## config.mk

```make
export PLATFORM = sky130hd
export DESIGN_NAME = golden_nonce_collector_flat
export DESIGN_NICKNAME = d
export VERILOG_FILES = /design/src/rtl/golden_nonce_collector_pkg.sv /design/src/rtl/golden_nonce_collector_if.sv /design/src/rtl/golden_nonce_collector_fifo.sv /design/src/rtl/golden_nonce_collector.sv /design/src/flat_wrapper.sv
export SDC_FILE = /design/constraint.sdc
export NUM_CORES = 1
export LEC_CHECK = 0
export CAP_MARGIN = 15
export CELL_PAD_IN_SITES_DETAIL_PLACEMENT = 2
export CELL_PAD_IN_SITES_GLOBAL_PLACEMENT = 2
export CORE_UTILIZATION = 39
export DETAILED_ROUTE_END_ITERATION = 10
export PLACE_DENSITY_LB_ADDON = 0.1
export SLEW_MARGIN = 20
export SYNTH_ARGS = -nofsm -noshare
export SYNTH_HDL_FRONTEND = slang
export SYNTH_SLANG_ARGS = --single-unit
```

## constraint.sdc

```tcl
create_clock -name clk -period 7.07 [get_ports clk]
set_input_delay 0.707 -clock clk [delete_from_list [all_inputs] [get_ports clk]]
set_output_delay 0.707 -clock clk [all_outputs]
set_load 0.05 [all_outputs]
```

## src/rtl/golden_nonce_collector_pkg.sv

```systemverilog
// rtl/golden_nonce_collector_pkg.sv - shared widths, entry type and helpers for the nonce collector
package gnc_pkg;

    localparam int GNC_NONCE_W = 32;
    localparam int GNC_CNT_W   = 16;

    typedef struct packed {
        logic [GNC_NONCE_W-1:0] golden;
        logic [GNC_NONCE_W-1:0] nonce;
        logic [GNC_CNT_W-1:0]   seq;
    } entry_t;

    function automatic int clog2(input int value);
        int r;
        r = 0;
        for (int i = 0; i < 31; i++) begin
            if ((1 << i) < value) r = i + 1;
        end
        return r;
    endfunction

endpackage

```

## src/rtl/golden_nonce_collector_if.sv

```systemverilog
// rtl/golden_nonce_collector_if.sv - result stream from the collector to the reporting stage
interface gnc_out_if #(
    parameter int NONCE_W = 32,
    parameter int CNT_W   = 16
);
    logic               out_valid;
    logic               out_ready;
    logic [NONCE_W-1:0] out_golden;
    logic [NONCE_W-1:0] out_nonce;
    logic [CNT_W-1:0]   out_seq;

    modport master (
        output out_valid,
        output out_golden,
        output out_nonce,
        output out_seq,
        input  out_ready
    );

    modport slave (
        input  out_valid,
        input  out_golden,
        input  out_nonce,
        input  out_seq,
        output out_ready
    );
endinterface

```

## src/rtl/golden_nonce_collector_fifo.sv

```systemverilog
// rtl/golden_nonce_collector_fifo.sv - synchronous FIFO with a registered head entry
module nonce_fifo
    import gnc_pkg::*;
#(
    parameter int  DEPTH = 4,
    parameter type T     = entry_t
) (
    input  logic clk,
    input  logic reset_n,
    input  logic push,
    input  T     push_data,
    input  logic pop,
    input  logic flush,
    output logic full,
    output logic empty,
    output logic head_valid,
    output T     head_data
);

    localparam int AW = clog2(DEPTH);

    T           mem [DEPTH];
    logic [AW:0] wr_ptr;
    logic [AW:0] rd_ptr;
    logic [AW:0] wr_next;
    logic [AW:0] rd_next;
    logic        do_push;
    logic        do_pop;
    T            head_next;

    assign empty = (wr_ptr == rd_ptr);
    assign full  = (wr_ptr[AW] != rd_ptr[AW]) && (wr_ptr[AW-1:0] == rd_ptr[AW-1:0]);

    always_comb begin
        do_pop  = pop && !empty;
        do_push = push && (!full || do_pop);
        wr_next = do_push ? wr_ptr + 1'b1 : wr_ptr;
        rd_next = do_pop  ? rd_ptr + 1'b1 : rd_ptr;
        // Forward the incoming entry when it lands in the slot that becomes the head.
        if (do_push && (wr_ptr == rd_next)) head_next = push_data;
        else                                head_next = mem[rd_next[AW-1:0]];
    end

    always_ff @(posedge clk) begin
        if (do_push && !flush) mem[wr_ptr[AW-1:0]] <= push_data;
    end

    always_ff @(posedge clk or negedge reset_n) begin
        if (!reset_n) begin
            wr_ptr     <= '0;
            rd_ptr     <= '0;
            head_valid <= 1'b0;
            head_data  <= '0;
        end else if (flush) begin
            wr_ptr     <= '0;
            rd_ptr     <= '0;
            head_valid <= 1'b0;
            head_data  <= '0;
        end else begin
            wr_ptr     <= wr_next;
            rd_ptr     <= rd_next;
            head_valid <= (wr_next != rd_next);
            head_data  <= head_next;
        end
    end

endmodule

```

## src/rtl/golden_nonce_collector.sv

```systemverilog
// rtl/golden_nonce_collector.sv - captures new golden nonces from the miner into a reporting FIFO
module golden_nonce_collector
    import gnc_pkg::*;
#(
    parameter int DEPTH   = 4,
    parameter int NONCE_W = GNC_NONCE_W,
    parameter int CNT_W   = GNC_CNT_W
) (
    input  logic               clk,
    input  logic               reset_n,
    input  logic [NONCE_W-1:0] golden_nonce,
    input  logic [NONCE_W-1:0] nonce,
    input  logic               clear,
    gnc_out_if.master          out,
    output logic [CNT_W-1:0]   found_count,
    output logic [CNT_W-1:0]   drop_count,
    output logic               overflow
);

    typedef struct packed {
        logic [NONCE_W-1:0] golden;
        logic [NONCE_W-1:0] nonce;
        logic [CNT_W-1:0]   seq;
    } entry_w_t;

    logic [NONCE_W-1:0] last_seen;
    logic               new_find;
    logic               push;
    logic               pop;
    logic               drop;
    logic               full;
    logic               empty;
    logic               head_valid;
    entry_w_t           push_data;
    entry_w_t           head_data;

    assign new_find  = (golden_nonce != '0) && (golden_nonce != last_seen);
    assign push      = new_find && !clear;
    assign pop       = out.out_ready && !empty;
    assign drop      = push && full && !pop;
    assign push_data = '{golden: golden_nonce, nonce: nonce, seq: found_count};

    nonce_fifo #(
        .DEPTH (DEPTH),
        .T     (entry_w_t)
    ) u_fifo (
        .clk        (clk),
        .reset_n    (reset_n),
        .push       (push),
        .push_data  (push_data),
        .pop        (pop),
        .flush      (clear),
        .full       (full),
        .empty      (empty),
        .head_valid (head_valid),
        .head_data  (head_data)
    );

    assign out.out_valid  = head_valid;
    assign out.out_golden = head_data.golden;
    assign out.out_nonce  = head_data.nonce;
    assign out.out_seq    = head_data.seq;

    always_ff @(posedge clk or negedge reset_n) begin
        if (!reset_n) begin
            last_seen   <= '0;
            found_count <= '0;
            drop_count  <= '0;
            overflow    <= 1'b0;
        end else begin
            last_seen <= golden_nonce;
            if (clear) begin
                found_count <= '0;
                drop_count  <= '0;
                overflow    <= 1'b0;
            end else begin
                // Every find consumes a sequence number, even one that is dropped.
                if (new_find) found_count <= found_count + 1'b1;
                if (drop) begin
                    overflow <= 1'b1;
                    if (drop_count != '1) drop_count <= drop_count + 1'b1;
                end
            end
        end
    end

endmodule

```

## src/flat_wrapper.sv

```systemverilog
// flat-port wrapper written by rule: the top's interface ports become plain ports
module golden_nonce_collector_flat import gnc_pkg::*;
#(
    parameter int DEPTH   = 4,
    parameter int NONCE_W = GNC_NONCE_W,
    parameter int CNT_W   = GNC_CNT_W
)
  (clk, reset_n, golden_nonce, nonce, clear, found_count, drop_count, overflow, out_out_valid, out_out_golden, out_out_nonce, out_out_seq, out_out_ready);
  gnc_out_if #(.NONCE_W(NONCE_W), .CNT_W(CNT_W)) out_i ();
  input  logic clk;
  input  logic reset_n;
  input  logic [NONCE_W-1:0] golden_nonce;
  input  logic [NONCE_W-1:0] nonce;
  input  logic clear;
  output logic [CNT_W-1:0] found_count;
  output logic [CNT_W-1:0] drop_count;
  output logic overflow;
  output wire logic [$bits(out_i.out_valid)-1:0] out_out_valid;
  output wire logic [$bits(out_i.out_golden)-1:0] out_out_golden;
  output wire logic [$bits(out_i.out_nonce)-1:0] out_out_nonce;
  output wire logic [$bits(out_i.out_seq)-1:0] out_out_seq;
  input wire logic [$bits(out_i.out_ready)-1:0] out_out_ready;
  assign out_out_valid = out_i.out_valid;
  assign out_out_golden = out_i.out_golden;
  assign out_out_nonce = out_i.out_nonce;
  assign out_out_seq = out_i.out_seq;
  assign out_i.out_ready = out_out_ready;
  golden_nonce_collector #(.DEPTH(DEPTH), .NONCE_W(NONCE_W), .CNT_W(CNT_W)) u_core (.clk(clk), .reset_n(reset_n), .golden_nonce(golden_nonce), .nonce(nonce), .clear(clear), .out(out_i), .found_count(found_count), .drop_count(drop_count), .overflow(overflow));
endmodule
```

# After elaboration in Yosys (flattened, before gate mapping)

Memory sizes are Yosys's and may differ from the RTL's.
Cells that the tools add are included.

Register bits after elaboration: 152
Memory bits (writable): 320
Bits of input ports: 68
Output and inout bits: 114
Memories: 1

$add $sub $neg: 4
Equality and inequality tests: 7
Mux-type cells: 16
Reductions and logical operators: 20

Memories:

| name              | words | width | read ports | clocked after Yosys merged registers in | wr ports | line                              | text |
|---|---|---|---|---|---|---|---|
| u_core.u_fifo.mem | 4     | 80    | 1          | 0                                       | 1        | golden_nonce_collector_fifo.sv:22 | `T mem [DEPTH];` |

Operators with widths:

| operator                                      | count |
|---|---|
| two-way mux 80 bit                            | 2 |
| two-way mux 16 bit                            | 5 |
| adder 16 x 1 -> 16 bit, second input constant | 2 |
| != test 32 bit                                | 1 |
| nonzero test 32 bit                           | 1 |
| != test 16 bit, second input constant         | 1 |
| two-way mux 3 bit                             | 4 |
| logical AND 1 bit                             | 10 |
| adder 3 x 1 -> 3 bit, second input constant   | 2 |
| equality test 3 bit                           | 2 |
| nonzero test 2 bit                            | 3 |
| two-way mux 1 bit                             | 5 |
| zero test 1 bit                               | 4 |
| != test 3 bit                                 | 1 |
| equality test 2 bit                           | 1 |
| AND reduction 2 bit                           | 1 |
| logical OR 1 bit                              | 1 |
| != test 1 bit                                 | 1 |

# Depth between registers and ports, before layout

Gate-level depths: netlist (run 1).

Depth after elaboration: 9
Depth in mapped cells: 10
Mapped depth without buffers: 7

# Cells and area by module

Synthesis (run 1) repeated with hierarchy kept, for this count alone.

Cells, all modules: 1321
Area, all modules: 19112.1 um^2

Modules (own cells, without submodules):

| module                 | times used | cells an instance | area each (um^2) |
|---|---|---|---|
| nonce_fifo             | 1          | 1050              | 16131.7 |
| golden_nonce_collector | 1          | 271               | 2980.4 |

# Worst setup path before layout (run 1)

Ideal clock, no wire load.

Kind: input -> register
Start point: input port golden_nonce[1]
End point: register u_core.u_fifo.wr_ptr[2]
Arrival time: 7.236 ns
Required time: 6.690 ns
Setup slack: -0.546 ns
Stages on the path: 7
Path through: xnor2_1 nand4_1 nor4_4 a21o_1 buf_2 nor3_1 mux2i_1

Word-level cells in the longest chain between the ends: 6
Elaborated cells between the ends (all ways): 7
Those cells by class: eq/ne: 1; mux: 2; reduce/logical: 4

Ends and longest elaborated chain:

| item                                                  | line                              | text |
|---|---|---|
| from (decl)                                           | flat_wrapper.sv:12                | `input logic [NONCE_W-1:0] golden_nonce;` |
| != test 32 bit or nonzero test 32 bit (tied branches) | golden_nonce_collector.sv:37      | `assign new_find = (golden_nonce != '0) && (golden_nonce != last_seen);` |
| logical AND 1 bit (*)                                 | golden_nonce_collector.sv:37      |  |
| logical AND 1 bit (*)                                 | golden_nonce_collector.sv:38      | `assign push = new_find && !clear;` |
| logical AND 1 bit (*)                                 | golden_nonce_collector_fifo.sv:36 | `do_push = push && (!full \|\| do_pop);` |
| two-way mux 3 bit (*)                                 | golden_nonce_collector_fifo.sv:37 | `wr_next = do_push ? wr_ptr + 1'b1 : wr_ptr;` |
| two-way mux 3 bit (*)                                 | golden_nonce_collector_fifo.sv:54 | `end else if (flush) begin` |
| to (signal assigned)                                  | golden_nonce_collector_fifo.sv:60 | `wr_ptr <= wr_next;` |
| to (decl)                                             | golden_nonce_collector_fifo.sv:23 | `logic [AW:0] wr_ptr;` |

Mark *: on every way between the ends. The rest lies on a longest branch, timed or not.
A chain may end at the register's enable or synchronous reset.

# Worst setup path after layout (run 1)

Start point: register u_core.u_fifo.rd_ptr[1]
End point: memory u_core.u_fifo.mem[0][28] in the netlist's numbering (enable)

Word-level cells in the longest chain between the ends: 9
Elaborated cells between the ends (all ways): 12
Those cells by class: eq/ne: 2; mux: 2; reduce/logical: 8

Ends and longest elaborated chain:

| item                                        | line                                                            | text |
|---|---|---|
| from (decl)                                 | golden_nonce_collector_fifo.sv:24                               | `logic [AW:0] rd_ptr;` |
| from (signal assigned)                      | golden_nonce_collector_fifo.sv:61                               | `rd_ptr <= rd_next;` |
| equality test 3 bit                         | golden_nonce_collector_fifo.sv:31                               | `assign empty = (wr_ptr == rd_ptr);` |
| zero test 1 bit                             | golden_nonce_collector_fifo.sv:35, golden_nonce_collector.sv:39 |  |
| logical AND 1 bit                           | golden_nonce_collector.sv:39                                    | `assign pop = out.out_ready && !empty;` |
| logical AND 1 bit                           | golden_nonce_collector_fifo.sv:35                               | `do_pop = pop && !empty;` |
| logical OR 1 bit (*)                        | golden_nonce_collector_fifo.sv:36                               |  |
| logical AND 1 bit (*)                       | golden_nonce_collector_fifo.sv:36                               |  |
| logical AND 1 bit (*)                       | golden_nonce_collector_fifo.sv:45                               | `if (do_push && !flush) mem[wr_ptr[AW-1:0]] <= push_data;` |
| two-way mux 1 bit (*)                       | golden_nonce_collector_fifo.sv:45                               |  |
| two-way mux 1 bit (implied by the code) (*) | golden_nonce_collector_fifo.sv:45                               |  |
| to (decl)                                   | golden_nonce_collector_fifo.sv:22                               |  |

Marks and branches as above.

==> results of run 1 <==
## routing by layer
metal / share of wire (%) / track usage (%) / up-vias
met1: 43 / 29.42 / 7062
met3: 3.6 / 3.616 / 82
met2: 51 / 38.50 / 271
met4: 2.0 / 5.902 / 0
li1: - / - / 5417
met5: 0 / 0 / -
## critical path, stage by stage (launching register included)
cell	delay, ps
dfrtp_4	1000
xnor2_1	220
nand2_2	270
o21ai_2	190
a211oi_4	820
and2_4	800
buf_4	490
## area by class of cell
cell class / count / area (um^2)
fill: 4874 / 28270
sequential: 472 / 13420
multi-input combinational: 654 / 7515
timing repair buffer: 207 / 2018
clock buffer: 83 / 1572
tap: 696 / 870.8
clock inverter: 19 / 207.7
inverter: 13 / 50.05
## power breakdown
group	total (uW)	internal (uW)	switching (uW)
Sequential	3360	3210	147
Combinational	2720	1150	1570
Clock	2810	1670	1140
## worst max-delay path by stage
stage                                             to  cells past startpoint  slack [ps]                    start
final                       u_core.u_fifo.mem[0][28]                      6        2900  u_core.u_fifo.rd_ptr[1]
after global routing        u_core.u_fifo.mem[0][28]                      6        2690  u_core.u_fifo.rd_ptr[1]
after CTS                   u_core.u_fifo.mem[0][28]                      6        2840  u_core.u_fifo.rd_ptr[1]
after detailed placement  u_core.u_fifo.head_data[7]                      8        2510         golden_nonce[27]
after global placement    u_core.u_fifo.head_data[7]                      8        2580         golden_nonce[27]
after floorplan              u_core.u_fifo.wr_ptr[2]                      7        2030          golden_nonce[1]
## flip-flops by register name, summed over array words and instances (netlist names)
name	count
u_core.u_fifo.wr_ptr	3
u_core.u_fifo.rd_ptr	3
u_core.last_seen	32
u_core.u_fifo.mem	320
u_core.overflow	1
u_core.u_fifo.head_data	80
u_core.found_count	16
u_core.u_fifo.head_valid	1
u_core.drop_count	16
## logic make-up after synthesis
kind of cell,Yosys count,synth area share (%)
AND/OR/NAND/NOR,142,3.659
flip-flops,472,62.85
XOR/XNOR,46,1.923
buffers and inverters,111,2.263
AO/OA/AOI/OAI,208,7.681
adder cells (fa/ha/maj),7,0.4104
multiplexers,251,21.21
## metrics by stage
| step | hold slack (ps) | std cells | util [%] | setup WS (ps) | area [um^2] |
|---|---|---|---|---|---|
| after CTS | 44.09 | 2144 | 47.58 | 2840 | 25650 |
| final | 51.42 | 2144 | 47.58 | 2899 | 25650 |
| after detailed placement | 566.9 | 2042 | 44.28 | 2511 | 23870 |
| after global placement | 531.4 | 2042 | 44.28 | 2577 | 23870 |
| after floorplan | 411.4 | 1237 | - | 2028 | 21350 |
| after global routing | 75.80 | 2144 | 47.58 | 2692 | 25650 |
## cells in the final DEF, fill, tap and decap left out, types with 26 or more instances in the layout
cell type / Yosys / layout
a31o_2: 30 / 30
nor2_1: 36 / 36
mux4_2: 160 / 160
dfrtp_1: 152 / 150
mux2i_1: 81 / 81
clkdlybuf4s50_1: 0 / 179
a211oi_1: 82 / 82
buf_4: 3 / 26
a31o_1: 45 / 45
clkbuf_16: 0 / 55
edfxtp_1: 320 / 320
xnor2_1: 41 / 41
==> flow_metrics.tcl, run 1 <==
set metrics [dict create \
    status "complete, no violations" \
    antenna_found_initial 0 \
    hold_path.class "input port to async pin" \
    reg2reg_to "u_core.u_fifo.mem[0][28]" \
    drv_slew 0 \
    grt_util_all_layers_pct 22.37 \
    rows 85 \
    portBuffers 181 \
    ys_seq_area_share_pct 62.85 \
    vias 12830 \
    wire_per_inst_um 28.40 \
    synth_ff_type "edfxtp_1" \
    ff2ff_path_depth 6 \
    yosysUniqueCellTypes 54 \
    synth_edf_count 320 \
    drt_first_pass_iters 5 \
    clk_latency_ps 620 \
    fmax_mhz 239.8 \
    cp-start-kind "flop" \
    finalSetupTns_ps 0 \
    die_y_um 235.9 \
    finalSetupViolCount 0 \
    synthesis.nets 1312 \
    power_uw 8894 \
    ys_warn_count 0 \
    hpwl_um 36100 \
    drt-vias-per-instance 5.985 \
    synth_common_cells "edfxtp_1 (320), mux4_2 (160), dfrtp_1 (152)" \
    post_cts_buffers 0 \
    cts_tree "done" \
    syn_avg_cell_area_um2 17.25 \
    clockRootBuffer "clkbuf_16" \
    drive_gt1_share_pct 22.24 \
    area_growth_pct 20.21 \
    synthTopCellsByArea "edfxtp_1 (45%), dfrtp_1 (18%), mux4_2 (17%)" \
    start_util_pct 39.58 \
    pin_count 182 \
    ir_worst_vdd_mv 0.2180 \
    ff2ff_setup_slack_ps 2900 \
    ys_ff_latch 472 \
    drtIter0Drc 678 \
    p_leak_uw 0.008952 \
    postRouteAntennaNets 0 \
    gp_congestion 0.7185 \
    postSynthCellCount 1237 \
    r2r-start "u_core.u_fifo.rd_ptr[1]" \
    yosysTopAreaCell "edfxtp_1" \
    skew_ps 36.67 \
    grt_max_degree 81 \
    arrival_ps 4420 \
    diodes 0 \
    core_um2 53920 \
    die-area_um2 55660 \
    die_w_um 235.9 \
    cts_buffer_depth 3 \
    clk_pin_slew_ps 60 \
    syn_area_um2 21340 \
    ctsHoldBuffers 0 \
    routed_wl_um 60890 \
    tightest_slew_ps 1185 \
    cts_made_buffers 54 \
    cts_htree_levels 2 \
    grt_pass1_vias 14640 \
    yosysMostFrequentCell "edfxtp_1" \
    synth_top_area_share_pct 45.03 \
    period_share_pct 58.99 \
    maxCapViolCount 0 \
    grt_pass1_wl_um 93910 \
    critical_path_class "flop to flop" \
    p_per_area_nw_per_um2 346.7 \
    overflow 0 \
    end_kind "flop" \
    synth-async-reset-ratio_pct 32.20 \
    cp_max_fo 44 \
    cts_resized 0 \
    num-nets-final 1477 \
    cp.required_ps 7320 \
    relSlewSlack_pct 20.99 \
    clock-sinks 472 \
    drc 0 \
    period_needed_ps 4171 \
    rsz0062_at_grt "false" \
    hold_viol 0 \
]
Note: power is estimated with default switching activity, not from simulation.
==> run 2, diff against run 1 <==
- clock period: 7.07 -> 3.64 ns (I/O delays scaled with it)
==> flow_metrics.tcl, run 2 (synthesis results as in run 1) <==
set metrics [dict create \
    critical_path_class "flop to flop" \
    ff2ff_setup_slack_ps 440 \
    grt_pass1_wl_um 94730 \
    routed_wl_um 61000 \
    diodes 0 \
    clock-sinks 472 \
    mostFrequentLayoutCells "edfxtp_1 (320), clkdlybuf4s50_1 (179), mux4_2 (160), dfrtp_1 (150), a211oi_1 (82)" \
    fmax_mhz 312.6 \
    period_needed_ps 3199 \
    grt_pass1_vias 14700 \
    ff2ff_path_depth 6 \
    hold_viol 0 \
    arrival_ps 3730 \
    vias 12980 \
    die_y_um 235.9 \
    rows 85 \
    clockRootBuffer "clkbuf_16" \
    largest_reg_flops 320 \
    hpwl_um 36560 \
    cp_max_fo 31 \
    drtIter0Drc 752 \
    cts_made_buffers 53 \
    gp_congestion 0.7407 \
    drive_gt1_share_pct 23.63 \
    drt-vias-per-instance 5.986 \
    start_util_pct 39.58 \
    end_kind "flop" \
    die_w_um 235.9 \
    drt_first_pass_iters 6 \
    reg2reg_to "u_core.u_fifo.head_data[18]" \
    drc 0 \
    place_area_um2 24280 \
    area_growth_pct 21.97 \
    wire_per_inst_um 28.12 \
    rsz0062_at_grt "false" \
    finalSetupTns_ps 0 \
    cts_tree "done" \
    relSlewSlack_pct 32.77 \
    power_uw 17290 \
    clk_latency_ps 610 \
    cp-start-kind "flop" \
    antenna_found_initial 0 \
    ctsHoldBuffers 1 \
    postLayoutCoreUtil_pct 48.27 \
    hold_path.class "input port to async pin" \
    p_leak_uw 0.009149 \
    cts_htree_levels 2 \
    core_um2 53920 \
    finalSetupViolCount 0 \
    fin_ws_ps 440.5 \
    cts_buffer_depth 3 \
    die-area_um2 55660 \
    drv_slew 0 \
    maxCapViolCount 0 \
    grt_max_degree 126 \
    dp_slack_ps 293.1 \
    skew_ps 26.43 \
    portBuffers 181 \
    design_area_um2 26030 \
    cp.required_ps 4170 \
    cts_resized 0 \
    period_share_pct 87.90 \
    r2r-start "u_core.u_fifo.rd_ptr[0]" \
    num-nets-final 1504 \
    grt_util_all_layers_pct 22.45 \
    status "complete, no violations" \
    ir_worst_vdd_mv 0.3609 \
    overflow 0 \
    layout_commonest_cell "edfxtp_1" \
    p_per_area_nw_per_um2 664.3 \
    pin_count 182 \
    post_cts_buffers 0 \
    tightest_slew_ps 1008 \
    clk_pin_slew_ps 60 \
    postRouteAntennaNets 0 \
]
## run 2: changes by cell type in the layout (fill, tap and decap cells not counted), moves of 3 or more
cell | previous run | this run
clkbuf_8 | 9 | 6
clkinv_2 | 6 | 11
buf_12 | 1 | 18
buf_4 | 26 | 35
## run 2: report_power, final
part | total (uW) | leakage (uW) | switching (uW) | internal [uW]
logic | 5520 | 0.00338 | 3160 | 2360
registers | 6450 | 0.00492 | 211 | 6240
clock network | 5330 | 0.000842 | 2200 | 3130
## run 2: stage by stage
step / hold WS (ps) / cells
global placement: 433.9 / 2068
CTS: 328.0 / 2168
finish: 355.0 / 2169
global route: 353.6 / 2169
detailed placement: 431.6 / 2068
floorplan: 68.41 / 1237
## run 2: critical path, cell delays in order, from the launching register on
cell and delay, ps:
dfrtp_4 580, xnor2_2 370, nand2_2 250, o22a_1 340
nor3_4 770, buf_4 540, a31o_2 230
## run 2: how the worst max path moves through the flow
| stage | slack (ps) | from | cells after the start | to |
|---|---|---|---|---|
| global route | 270 | u_core.u_fifo.rd_ptr[0] | 6 | u_core.u_fifo.head_data[33] |
| finish | 440 | u_core.u_fifo.rd_ptr[0] | 6 | u_core.u_fifo.head_data[18] |
| global placement | 360 | golden_nonce[1] | 8 | u_core.u_fifo.head_data[2] |
| CTS | 400 | u_core.u_fifo.rd_ptr[0] | 8 | u_core.u_fifo.head_data[18] |
| floorplan | 200 | u_core.last_seen[1] | 6 | u_core.u_fifo.mem[3][0] |
| detailed placement | 290 | golden_nonce[1] | 8 | u_core.u_fifo.head_data[5] |
## run 2: layout make-up
| class | count | area [um^2] |
|---|---|---|
| timing repair buffer | 235 | 2464 |
| clock buffer | 78 | 1501 |
| tap | 696 | 870.8 |
| multi-input combinational | 654 | 7515 |
| fill | 4812 | 27890 |
| sequential | 472 | 13420 |
| inverter | 13 | 50.05 |
| clock inverter | 21 | 209.0 |
## run 2: per-layer routing
layer / track usage (%) / vias up / wire length [um]
li1: - / 5477 / -
met1: 30.55 / 7144 / 26970
met2: 37.93 / 279 / 30600
met3: 2.937 / 84 / 2146
met4: 6.100 / 0 / 1287
met5: 0 / - / 0
